### config.mk
export PLATFORM = sky130hd
export DESIGN_NAME = clk_div_ctrl
export DESIGN_NICKNAME = d
export VERILOG_FILES = /design/src/rtl/clk_div_ctrl.sv
export SDC_FILE = /design/constraint.sdc
export NUM_CORES = 1
export LEC_CHECK = 0
export CORE_UTILIZATION = 61
export CTS_BUF_LIST = sky130_fd_sc_hd__clkbuf_4
export CTS_CLUSTER_SIZE = 28
export DETAILED_ROUTE_END_ITERATION = 8
export PLACE_DENSITY = 0.82
export SYNTH_ARGS = -nofsm -noshare
export SYNTH_HDL_FRONTEND = slang
export SYNTH_SLANG_ARGS = --single-unit
### constraint.sdc
create_clock -name clk -period 4.19 [get_ports clk]
set_clock_uncertainty 0.05 [all_clocks]
set_input_delay 1.0475 -clock clk [delete_from_list [all_inputs] [get_ports clk]]
set_output_delay 1.0475 -clock clk [all_outputs]
set_load 0.05 [all_outputs]
### src/rtl/clk_div_ctrl.sv
// rtl/clk_div_ctrl.sv - runtime-programmable divide-by-D tick generator with run/pause/one-shot control
module clk_div_ctrl #(
    parameter int unsigned CLK_FREQ    = 50_000_000,
    parameter int unsigned DEFAULT_DIV = 25_000_000,
    parameter int unsigned CNT_W       = 32,
    parameter int unsigned TICK_W      = 16
) (
    input  logic              clk,
    input  logic              rst_n_a,
    input  logic              start,
    input  logic              stop,
    input  logic              pause,
    input  logic              cfg_valid,
    output logic              cfg_ready,
    input  logic [CNT_W-1:0]  cfg_div,
    input  logic              cfg_oneshot,
    input  logic [TICK_W-1:0] cfg_nticks,
    output logic              tick,
    output logic              clk_out,
    output logic              busy,
    output logic              done,
    output logic [1:0]        state
);

    typedef enum logic [1:0] {
        S_IDLE  = 2'd0,
        S_RUN   = 2'd1,
        S_PAUSE = 2'd2,
        S_DONE  = 2'd3
    } state_t;

    state_t state_q, state_d;

    logic [CNT_W-1:0]  count;
    logic [TICK_W-1:0] tick_cnt;
    logic              tick_q;
    logic              clk_out_q;

    // Active configuration drives the counter; pending holds a request made while busy.
    logic [CNT_W-1:0]  act_div, pend_div;
    logic              act_oneshot, pend_oneshot;
    logic [TICK_W-1:0] act_nticks, pend_nticks;
    logic              pend_valid;

    logic              idle_like;
    logic              cfg_accept;
    logic [CNT_W-1:0]  cfg_div_clamped;
    logic              wrap;
    logic              complete;
    logic              launch;

    assign idle_like       = (state_q == S_IDLE) || (state_q == S_DONE);
    assign cfg_accept      = cfg_valid && !pend_valid;
    assign cfg_div_clamped = (cfg_div == '0) ? CNT_W'(1) : cfg_div;
    // Period boundary: the edge that emits a tick, unless stop overrides it.
    assign wrap            = (state_q == S_RUN) && !stop && (count == act_div - CNT_W'(1));
    assign complete        = wrap && act_oneshot && (tick_cnt == act_nticks - TICK_W'(1));
    assign launch          = idle_like && start && !stop;

    // State register.
    always_ff @(posedge clk or negedge rst_n_a) begin
        if (!rst_n_a) begin
            state_q <= S_IDLE;
        end else begin
            state_q <= state_d;
        end
    end

    // Next-state logic; stop beats pause beats start.
    always_comb begin
        state_d = state_q;
        if (stop) begin
            state_d = S_IDLE;
        end else begin
            case (state_q)
                S_IDLE, S_DONE: begin
                    if (start) begin
                        state_d = (act_oneshot && act_nticks == '0) ? S_DONE : S_RUN;
                    end
                end
                S_RUN: begin
                    if (complete) begin
                        state_d = S_DONE;
                    end else if (pause) begin
                        state_d = S_PAUSE;
                    end
                end
                S_PAUSE: begin
                    if (start) begin
                        state_d = S_RUN;
                    end
                end
                default: state_d = S_IDLE;
            endcase
        end
    end

    // Divide counter, tick pulse, square wave and one-shot tick budget.
    always_ff @(posedge clk or negedge rst_n_a) begin
        if (!rst_n_a) begin
            count     <= '0;
            tick_cnt  <= '0;
            tick_q    <= 1'b0;
            clk_out_q <= 1'b0;
        end else begin
            tick_q <= 1'b0;
            if (stop || launch) begin
                count     <= '0;
                tick_cnt  <= '0;
                clk_out_q <= 1'b0;
            end else if (state_q == S_RUN) begin
                if (wrap) begin
                    count     <= '0;
                    tick_q    <= 1'b1;
                    clk_out_q <= ~clk_out_q;
                    if (complete) begin
                        tick_cnt <= '0;
                    end else if (tick_cnt != '1) begin
                        tick_cnt <= tick_cnt + TICK_W'(1);
                    end
                end else begin
                    count <= count + CNT_W'(1);
                end
            end
        end
    end

    // Config handshake: direct load when idle, otherwise park in pending until the next tick.
    always_ff @(posedge clk or negedge rst_n_a) begin
        if (!rst_n_a) begin
            act_div      <= CNT_W'(DEFAULT_DIV);
            act_oneshot  <= 1'b0;
            act_nticks   <= '0;
            pend_div     <= '0;
            pend_oneshot <= 1'b0;
            pend_nticks  <= '0;
            pend_valid   <= 1'b0;
        end else begin
            if (cfg_accept && idle_like) begin
                act_div     <= cfg_div_clamped;
                act_oneshot <= cfg_oneshot;
                act_nticks  <= cfg_nticks;
            end else if (wrap && pend_valid) begin
                act_div     <= pend_div;
                act_oneshot <= pend_oneshot;
                act_nticks  <= pend_nticks;
            end

            if (stop) begin
                pend_valid <= 1'b0;
            end else if (wrap && pend_valid) begin
                pend_valid <= 1'b0;
            end else if (cfg_accept && !idle_like) begin
                pend_valid   <= 1'b1;
                pend_div     <= cfg_div_clamped;
                pend_oneshot <= cfg_oneshot;
                pend_nticks  <= cfg_nticks;
            end
        end
    end

    assign cfg_ready = !pend_valid;
    assign tick      = tick_q;
    assign clk_out   = clk_out_q;
    assign busy      = (state_q == S_RUN) || (state_q == S_PAUSE);
    assign done      = (state_q == S_DONE);
    assign state     = state_q;

endmodule

# ---- Yosys cells after proc, flatten, opt, wreduce, memory -nomap -nowiden
# Cells that the tools add are included.
# Widths: inputs -> output; s select.
dict set report word_totals {
  register_bits 151
  word_cells 89
}
dict set report classes {
  add_sub_neg 4
  n_eq_ne 9
  mux 31
  bitwise_logic 3
  reduce_logical 30
}
# operator count
set ops {}
lappend ops {{$mux 32} 6}
lappend ops {{$mux 16} 7}
lappend ops {{$add 32x1->32 const B} 1}
lappend ops {{$eq 32x32->1} 1}
lappend ops {{$logic_not 32->1} 1}
lappend ops {{$sub 32x1->32 const B} 1}
lappend ops {{$add 16x1->16 const B} 1}
lappend ops {{$eq 16x16->1} 1}
lappend ops {{$logic_not 16->1} 1}
lappend ops {{$ne 16x16->1 const B} 1}
lappend ops {{$sub 16x1->16 const B} 1}
lappend ops {{$mux 2} 6}
lappend ops {{$logic_and 1x1->1} 11}
lappend ops {{$mux 1} 11}
lappend ops {{$reduce_and 3->1} 3}
lappend ops {{$ne 3x3->1 const B} 2}
lappend ops {{$pmux 2 s3} 1}
lappend ops {{$reduce_bool 2->1} 3}
lappend ops {{$reduce_bool 3->1} 2}
lappend ops {{$eq 2x2->1 const B} 2}
lappend ops {{$ne 4x4->1 const B} 1}
lappend ops {{$logic_not 1->1} 3}
lappend ops {{$logic_or 1x1->1} 3}
lappend ops {{$not 1->1} 3}
lappend ops {{other kinds (4)} 4}

# ---- Logic depth before layout (Yosys ltp)
# Gate-level depths: netlist of the first run.
dict set report logic_depth {
  depth_word 9
  ltp_mapped 14
  mapped_depth_nobuf 11
}

# ---- Worst setup path before layout of the first run
# No wires, ideal clock.
dict set report synth_path {
  path_kind {register to register}
  start {register act_div[10]}
  end {register state_q[1], in the netlist state[1]}
  setup_time_ps 128
  arrival_ps 3585
  required_ps 4012
  path_slack_ps 428
  path_stages_with_launch 11
  path_buffers 1
  period_less_slack_ps 3762
  cell_sequence {dfrtp_1 > or4_4 > or3_1 > clkbuf_2 > or4_1 > a211o_1 > a32oi_2 > nand4_4 > or4b_4 > a21oi_4 > mux2_1}
}
dict set report synth_between {
  elab_chain_cells 8
  elab_cells_between_ends 10
  classes_between {add/sub (1); eq/ne (2); mux (3); reduce/logical (4)}
}
# item line
set synth_rtl {}
lappend synth_rtl {{start: declaration} 40} ;# logic [CNT_W-1:0] act_div, pend_div;
lappend synth_rtl {{start signal: assignment} 131} ;# act_div <= CNT_W'(DEFAULT_DIV);
lappend synth_rtl {{start signal: assignment} 140} ;# act_div <= cfg_div_clamped;
lappend synth_rtl {{start signal: assignment} 144} ;# act_div <= pend_div;
lappend synth_rtl {{$sub 32x1->32 (*)} 56} ;# assign wrap = (state_q == S_RUN) && !stop && (count == act_div - CNT_W'(1));
lappend synth_rtl {{$eq 32x32->1 (*)} 56}
lappend synth_rtl {{$logic_and 1x1->1 (*)} 56}
lappend synth_rtl {{$logic_and 1x1->1 (*) (2 in series)} 57} ;# assign complete = wrap && act_oneshot && (tick_cnt == act_nticks - TICK_W'(1));
lappend synth_rtl {{$mux 2} 82} ;# if (complete) begin
lappend synth_rtl {{$pmux 2 s3} 75} ;# case (state_q)
lappend synth_rtl {{$mux 2} 72} ;# if (stop) begin
lappend synth_rtl {{end signal: assignment} 65} ;# state_q <= state_d;
lappend synth_rtl {{end: declaration} 32} ;# state_t state_q, state_d;
# Mark *: on every way between the ends. The rest lies on a longest branch, timed or not.
# A chain may end at the register's enable or synchronous reset.

# ---- Worst setup path in the final report of the first run
dict set report layout_path {
  start {register act_div[11]}
  end {register state_q[1], in the netlist state[1]}
}
# The elaborated chain is that of the path after synthesis.

==> results.ini, run 1 <==
[setup_path]
r2r_start = act_div[11]
cp.arrival_ns = 4.35
r2r_cells = 9
cp.required_ns = 4.59
crit_fanout = 7
regToRegSetupSlack_ns = 0.24
critPathLaunchType = flop
r2r_end = state[1]
crit_type = flop to flop
endpoint_kind = flop

[power]
vdd_drop_max_v = 0.000516
p_per_area_nw_per_um2 = 586
leakage_nw = 4.05

[synth]
postSynthCellCount = 894
ys.flop_type = dfrtp_1
synth_edf_count = 0
avgSynthCellArea_um2 = 9.62
ys_seq_elements = 151
yosysWarnings = 0
seq_area_frac_synth_pct = 44.1
synth_nets = 957
async_reset_ff_share_pct = 100
synthesis.area_um2 = 8600
synth.distinct_cells = 61

[place]
place_congestion = 0.946
placed_area_um2 = 9480
dpl.cell_count = 1112
hpwl_um = 13800
place.port_buffers = 61

[cells_and_area]
final_cells = 1144
final_cell_area_um2 = 9720
synthToLayoutAreaGrowth_pct = 13.1
nets = 1014
nFillCells = 1061
layout-drive-gt1-share_pct = 13.6
antenna_cells = 0

[timing]
final-hold-violation-count = 0
finalHoldWorstSlack_ns = 0.421
setup-tns-final_ns = 0
grt_setup_unrepaired = false
max-slew-margin-rel_pct = 57.1
period_share_pct = 94.3
fmax_ghz = 0.253
tightest_slew_ns = 0.638
finalCriticalPeriod_ns = 3.95
finalMaxSlewViolations = 0
setup_viol = 0

[outcome]
status = complete, no violations

[die]
core_um2 = 13800
io_pins = 62
rows = 43
die_h_um = 121
die_area_um2 = 14600
die_x_um = 121
start_util_pct = 62.2

[clocking]
clockBufferDepth = 2
tritoncts = yes
root_buffer = clkbuf_4
cts_htree_levels = 4
cts_num_sinks = 151
numCtsBuffers = 17
postCtsSetupBuffers = 0
clkTransAtPathRegs_ns = 0.13
clock_latency_ns = 0.57
cts_hold_buf = 0
cts-resized-gates = 0

[drt]
drc = 0
drt-total-wl_um = 18700
first_pass_iters = 5
detail-route-antenna-nets = 0
drt-initial-drc-count = 487
vias = 6757
viasPerCell = 5.91
wl_per_cell_um = 16.3

[job]
maxCapViolations = 0

[global_route]
grt_max_degree = 99
grt-ovfl-total = 0
antenna_found_initial = 0
first_global_vias = 6127
grt_pass1_wl_um = 30600
grtUsageTotal_pct = 27.1

[hold_path]
holdCritPathClass = input pin to asynchronous set/reset pin

[power by group]
part           leakage (nW)  internal, mW  switching, mW
sequential             1.91          1.97          0.484
clock                 0.118         0.241          0.533
combinational          2.01          1.15           1.31
[sequential cells by signal, indices dropped and copies added (netlist names)]
| name | flops |
|---|---|
| act_div | 32 |
| count | 32 |
| act_nticks | 16 |
| tick | 1 |
| pend_oneshot | 1 |
| pend_div | 32 |
| clk_out | 1 |
| pend_valid | 1 |
| state | 2 |
| pend_nticks | 16 |
| act_oneshot | 1 |
| tick_cnt | 16 |
[Yosys cell counts, types with 3 or more instances]
master     number  area, um2
nand4b_1        4       35.0
mux2i_1        51        510
and4_1          3       26.3
or4_1          11       82.6
dfstp_2        12        315
o31ai_1         3       22.5
a31o_2          3       26.3
a211oi_1        7       52.6
a21oi_1        26        130
clkbuf_1       40        150
nand4_1        14       87.6
inv_1          25       93.8
ha_1            8        100
nor4b_1         3       26.3
nor2b_1         3       18.8
nand2_1        90        338
or3_1          13       81.3
a2111oi_0       3       26.3
nor3b_1         3       22.5
dfrtp_1       139       3480
nor2_1         76        285
nor4_1         22        138
and2_1          4       25.0
nand3_1        38        190
nor3_1         27        135
o21ai_0        60        300
mux2_2         48        541
xor2_1         40        350
xnor2_1        61        534
and3_1          9       56.3
nand2b_1        7       43.8
or2_2           3       18.8
[through the flow]
step                utilization (%)  setup WS [ns]  total power [mW]
CTS                            70.3         0.0921              5.70
detailed placement             68.6          0.118              4.93
global route                   70.3         0.0393              6.09
global placement               68.6          0.187              4.84
floorplan                         -          0.428              4.23
finish                         70.3          0.237              5.70
[worst max path at each step]
stage	start	end	slack (ns)	cells past startpoint
global route	act_div[11]	tick_cnt[13]	0.04	10
finish	act_div[11]	state[1]	0.24	9
global placement	act_div[4]	state[1]	0.19	9
detailed placement	act_div[4]	state[1]	0.12	9
CTS	act_div[4]	state[1]	0.09	9
floorplan	act_div[10]	state[1]	0.43	10
[layout make-up]
cell class,instances,area [um2],area share (%)
tap,180,225,2.32
multi-input combinational,675,4560,46.9
inverter,25,93.8,0.965
timing repair buffer,81,812,8.35
sequential,151,3790,39.0
clock inverter,14,98.8,1.02
clock buffer,18,135,1.39
[kinds of logic after synthesis]
kind of cell / count (synthesis) / synth area share [%]
and+or+nand+nor: 344 / 20.5
adders and majority gates: 8 / 1.16
xor gates and xnor gates: 101 / 10.3
AOI/OAI and AO/OA: 122 / 8.57
muxes: 100 / 12.4
buffers and inverters: 68 / 3.03
DFF: 151 / 44.1
[critical path, cell delays in order (launching register included)]
cell and delay, ns:
dfstp_2 0.42, or4_4 0.56, nor4_1 0.43, a21oi_1 0.15, or4b_2 0.64, nor4_2 0.37, nand4_4 0.15, or4b_4 0.60
a21oi_4 0.15, mux2_1 0.33
[per-layer routing]
layer | GRT usage, % | routed length [um] | up-vias | share of wire (%)
met5 | 0 | 0 | - | 0
met4 | 6.02 | 189 | 0 | 1.0
met3 | 5.42 | 1300 | 16 | 6.9
met2 | 39.3 | 8180 | 194 | 44
met1 | 41.8 | 9030 | 3258 | 48
li1 | - | - | 3289 | -
[layout by cell type (no fill, tap or decap), types with 3 or more instances in the layout]
| cell | instances |
|---|---|
| o21ai_0 | 60 |
| clkbuf_4 | 18 |
| inv_6 | 4 |
| mux2i_1 | 51 |
| nor2b_1 | 3 |
| buf_4 | 16 |
| xnor2_1 | 61 |
| dfstp_2 | 12 |
| clkinv_1 | 3 |
| nand2_1 | 90 |
| clkdlybuf4s50_1 | 60 |
| nor2_1 | 76 |
| a31o_2 | 3 |
| nor3_1 | 26 |
| nand4_1 | 14 |
| inv_1 | 25 |
| ha_1 | 8 |
| nand2b_1 | 7 |
| and3_1 | 9 |
| or2_2 | 3 |
| mux2_2 | 48 |
| a2111oi_0 | 3 |
| buf_12 | 4 |
| a21oi_1 | 26 |
| nor4_1 | 22 |
| dfrtp_1 | 139 |
| nor3b_1 | 3 |
| nand4b_1 | 4 |
| clkinvlp_4 | 4 |
| and2_1 | 4 |
| and4_1 | 3 |
| or3_1 | 13 |
| a211oi_1 | 7 |
| xor2_1 | 40 |
| nand3_1 | 37 |
| or4_1 | 11 |
| o31ai_1 | 3 |
Note: power is estimated with default switching activity, not from simulation.
==> inputs of run 2 (changes only) <==
==> constraint.sdc (replaced) <==
create_clock -name clk -period 3.8 [get_ports clk]
set_clock_uncertainty 0.05 [all_clocks]
set_input_delay 0.95 -clock clk [delete_from_list [all_inputs] [get_ports clk]]
set_output_delay 0.95 -clock clk [all_outputs]
set_load 0.05 [all_outputs]
==> results.ini, run 2 (synthesis gave the netlist of run 1 again) <==
[setup_path]
worstPathBufferInverterCount = 0
critPathLaunchType = flop
cp.arrival_ns = 4.15
cp.required_ns = 4.23
crit_fanout = 5
cp_slowest_cell = or4b_4
crit_type = flop to flop
path_cells = or4_4, or3_4, or4_1, a211o_1, a32oi_2, nand4_4, or4b_4, a21oi_4, mux2_1
critPathMaxStageDelay_ns = 0.60
critical_path.top_delay_family = simple AND/OR/NAND/NOR gates
endpoint_kind = flop

[drt]
drc = 0
drt-total-wl_um = 19300
drt-initial-drc-count = 496
viasPerCell = 5.88
first_pass_iters = 5
detail-route-antenna-nets = 0
wl_per_cell_um = 16.6
vias = 6834

[place]
post-place-ws_ns = -0.0632
place.port_buffers = 61
dpl.cell_count = 1129
place_congestion = 0.931
placed_area_um2 = 9610
hpwl_um = 13900

[clocking]
clockBufferDepth = 2
cts_num_sinks = 151
numCtsBuffers = 17
clock_latency_ns = 0.59
root_buffer = clkbuf_4
tritoncts = yes
clkTransAtPathRegs_ns = 0.15
cts_htree_levels = 4

[timing]
max-slew-margin-rel_pct = 50.5
period_share_pct = 98.1
setup_viol = 0
tightest_slew_ns = 0.743
fin_ws_ns = 0.0728
finalHoldWorstSlack_ns = 0.311
finalCriticalPeriod_ns = 3.73
fmax_ghz = 0.268
finalMaxSlewViolations = 0
final-hold-violation-count = 0

[cells_and_area]
nets = 1032
layout_common_cells = 138 x dfrtp_1, 90 x nand2_1, 75 x nor2_1, 61 x xnor2_1
synthToLayoutAreaGrowth_pct = 15.5
final_cells = 1163
final_cell_area_um2 = 9930
final_common_cell = dfrtp_1
layout-drive-gt1-share_pct = 15.7
reg_top3 = act_div: 32 flops, count: 32 flops, pend_div: 32 flops

[global_route]
grt_max_degree = 99
grt_pass1_wl_um = 32200
grtUsageTotal_pct = 28.7
first_global_vias = 6340
antenna_found_initial = 0
grt-ovfl-total = 0

[outcome]
status = complete, no violations

[die]
core_um2 = 13800
io_pins = 62
die_x_um = 121
rows = 43
start_util_pct = 62.2
die_h_um = 121
die_area_um2 = 14600

[power]
vdd_drop_max_v = 0.000557
intPower_mw = 3.90
switching_share_pct = 40.9
leakage_nw = 4.17
p_sw_mw = 2.70
p_per_area_nw_per_um2 = 665
clkPwrFrac_pct = 14.8
seq_power_share_pct = 40.5
p_comb_share_pct = 44.7

[job]
maxCapViolations = 0

[hold_path]
holdCritPathClass = input pin to asynchronous set/reset pin

run 2: changes by cell type in the layout (fill, tap and decap cells not counted), sizes merged:
cell,before,now
diode,0,1
clkbuf,18,17
bufinv,0,1
buf,21,39
inv,29,32
clkinvlp,4,1
run 2: cell type report:
| class | count | area [um2] |
|---|---|---|
| Inverter | 25 | 93.8 |
| Clock inverter | 15 | 143 |
| Timing Repair Buffer | 99 | 947 |
| Sequential cell | 151 | 3790 |
| Fill cell | 1027 | 3900 |
| Antenna cell | 1 | 2.50 |
| Tap cell | 180 | 225 |
| Multi-Input combinational cell | 675 | 4600 |
| Clock buffer | 17 | 128 |
run 2: through the flow:
stage                     util, %   TNS, ns  power (mW)
after floorplan                 -         0        4.67
after global placement       69.5  -0.00476        5.43
after detailed placement     69.5   -0.0632        5.55
after CTS                    71.6         0        6.56
after global routing         71.8  -0.00451        7.04
final                        71.8         0        6.60
run 2: path summary, 6_finish.rpt:
path	startpoint	to	slack, ns	cells past startpoint
min in group clk	act_div[20]	act_div[20]	0.47	2
min	rst_n_a	tick_cnt[0]	0.31	1
min reg2reg	act_div[20]	act_div[20]	0.47	2
max	act_div[10]	state[1]	0.07	9
max in group asynchronous	rst_n_a	pend_nticks[12]	2.49	2
max reg2reg	act_div[10]	state[1]	0.07	9
run 2: worst register-to-register path, cell delays in order, from the launching register on:
cell and delay (ns):
dfrtp_1 0.40, or4_4 0.58, or3_4 0.41, or4_1 0.40
a211o_1 0.33, a32oi_2 0.24, nand4_4 0.14, or4b_4 0.60
a21oi_4 0.15, mux2_1 0.33
run 2: per-layer routing:
metal	vias up	global-route usage, %	part of all wire, %
met4	0	8.18	1.5
met2	204	41.4	44
met5	-	0	0
met1	3284	43.6	48
met3	24	5.61	6.6
li1	3322	-	-
run 2: timing repair:
action                                  CTS  global route
endpoints found under the hold margin     0             0
buffers inserted                          0             1
resized for setup                         3             5
pin swaps                                 0             2
cloned                                    0             0
endpoints found under the setup margin    1             7
hold buffers                              0             0
run 2: power groups by stage:
| stage | Clock [mW] | Sequential, mW | Combinational (mW) |
|---|---|---|---|
| 3_5_place_dp | 0 | 2.68 | 2.87 |
| 3_3_place_gp | 0 | 2.64 | 2.79 |
| 5_1_grt | 1.06 | 2.75 | 3.23 |
| 6_report | 0.977 | 2.67 | 2.95 |
| 4_1_cts | 0.993 | 2.66 | 2.91 |
| 2_1_floorplan | 0 | 2.54 | 2.12 |
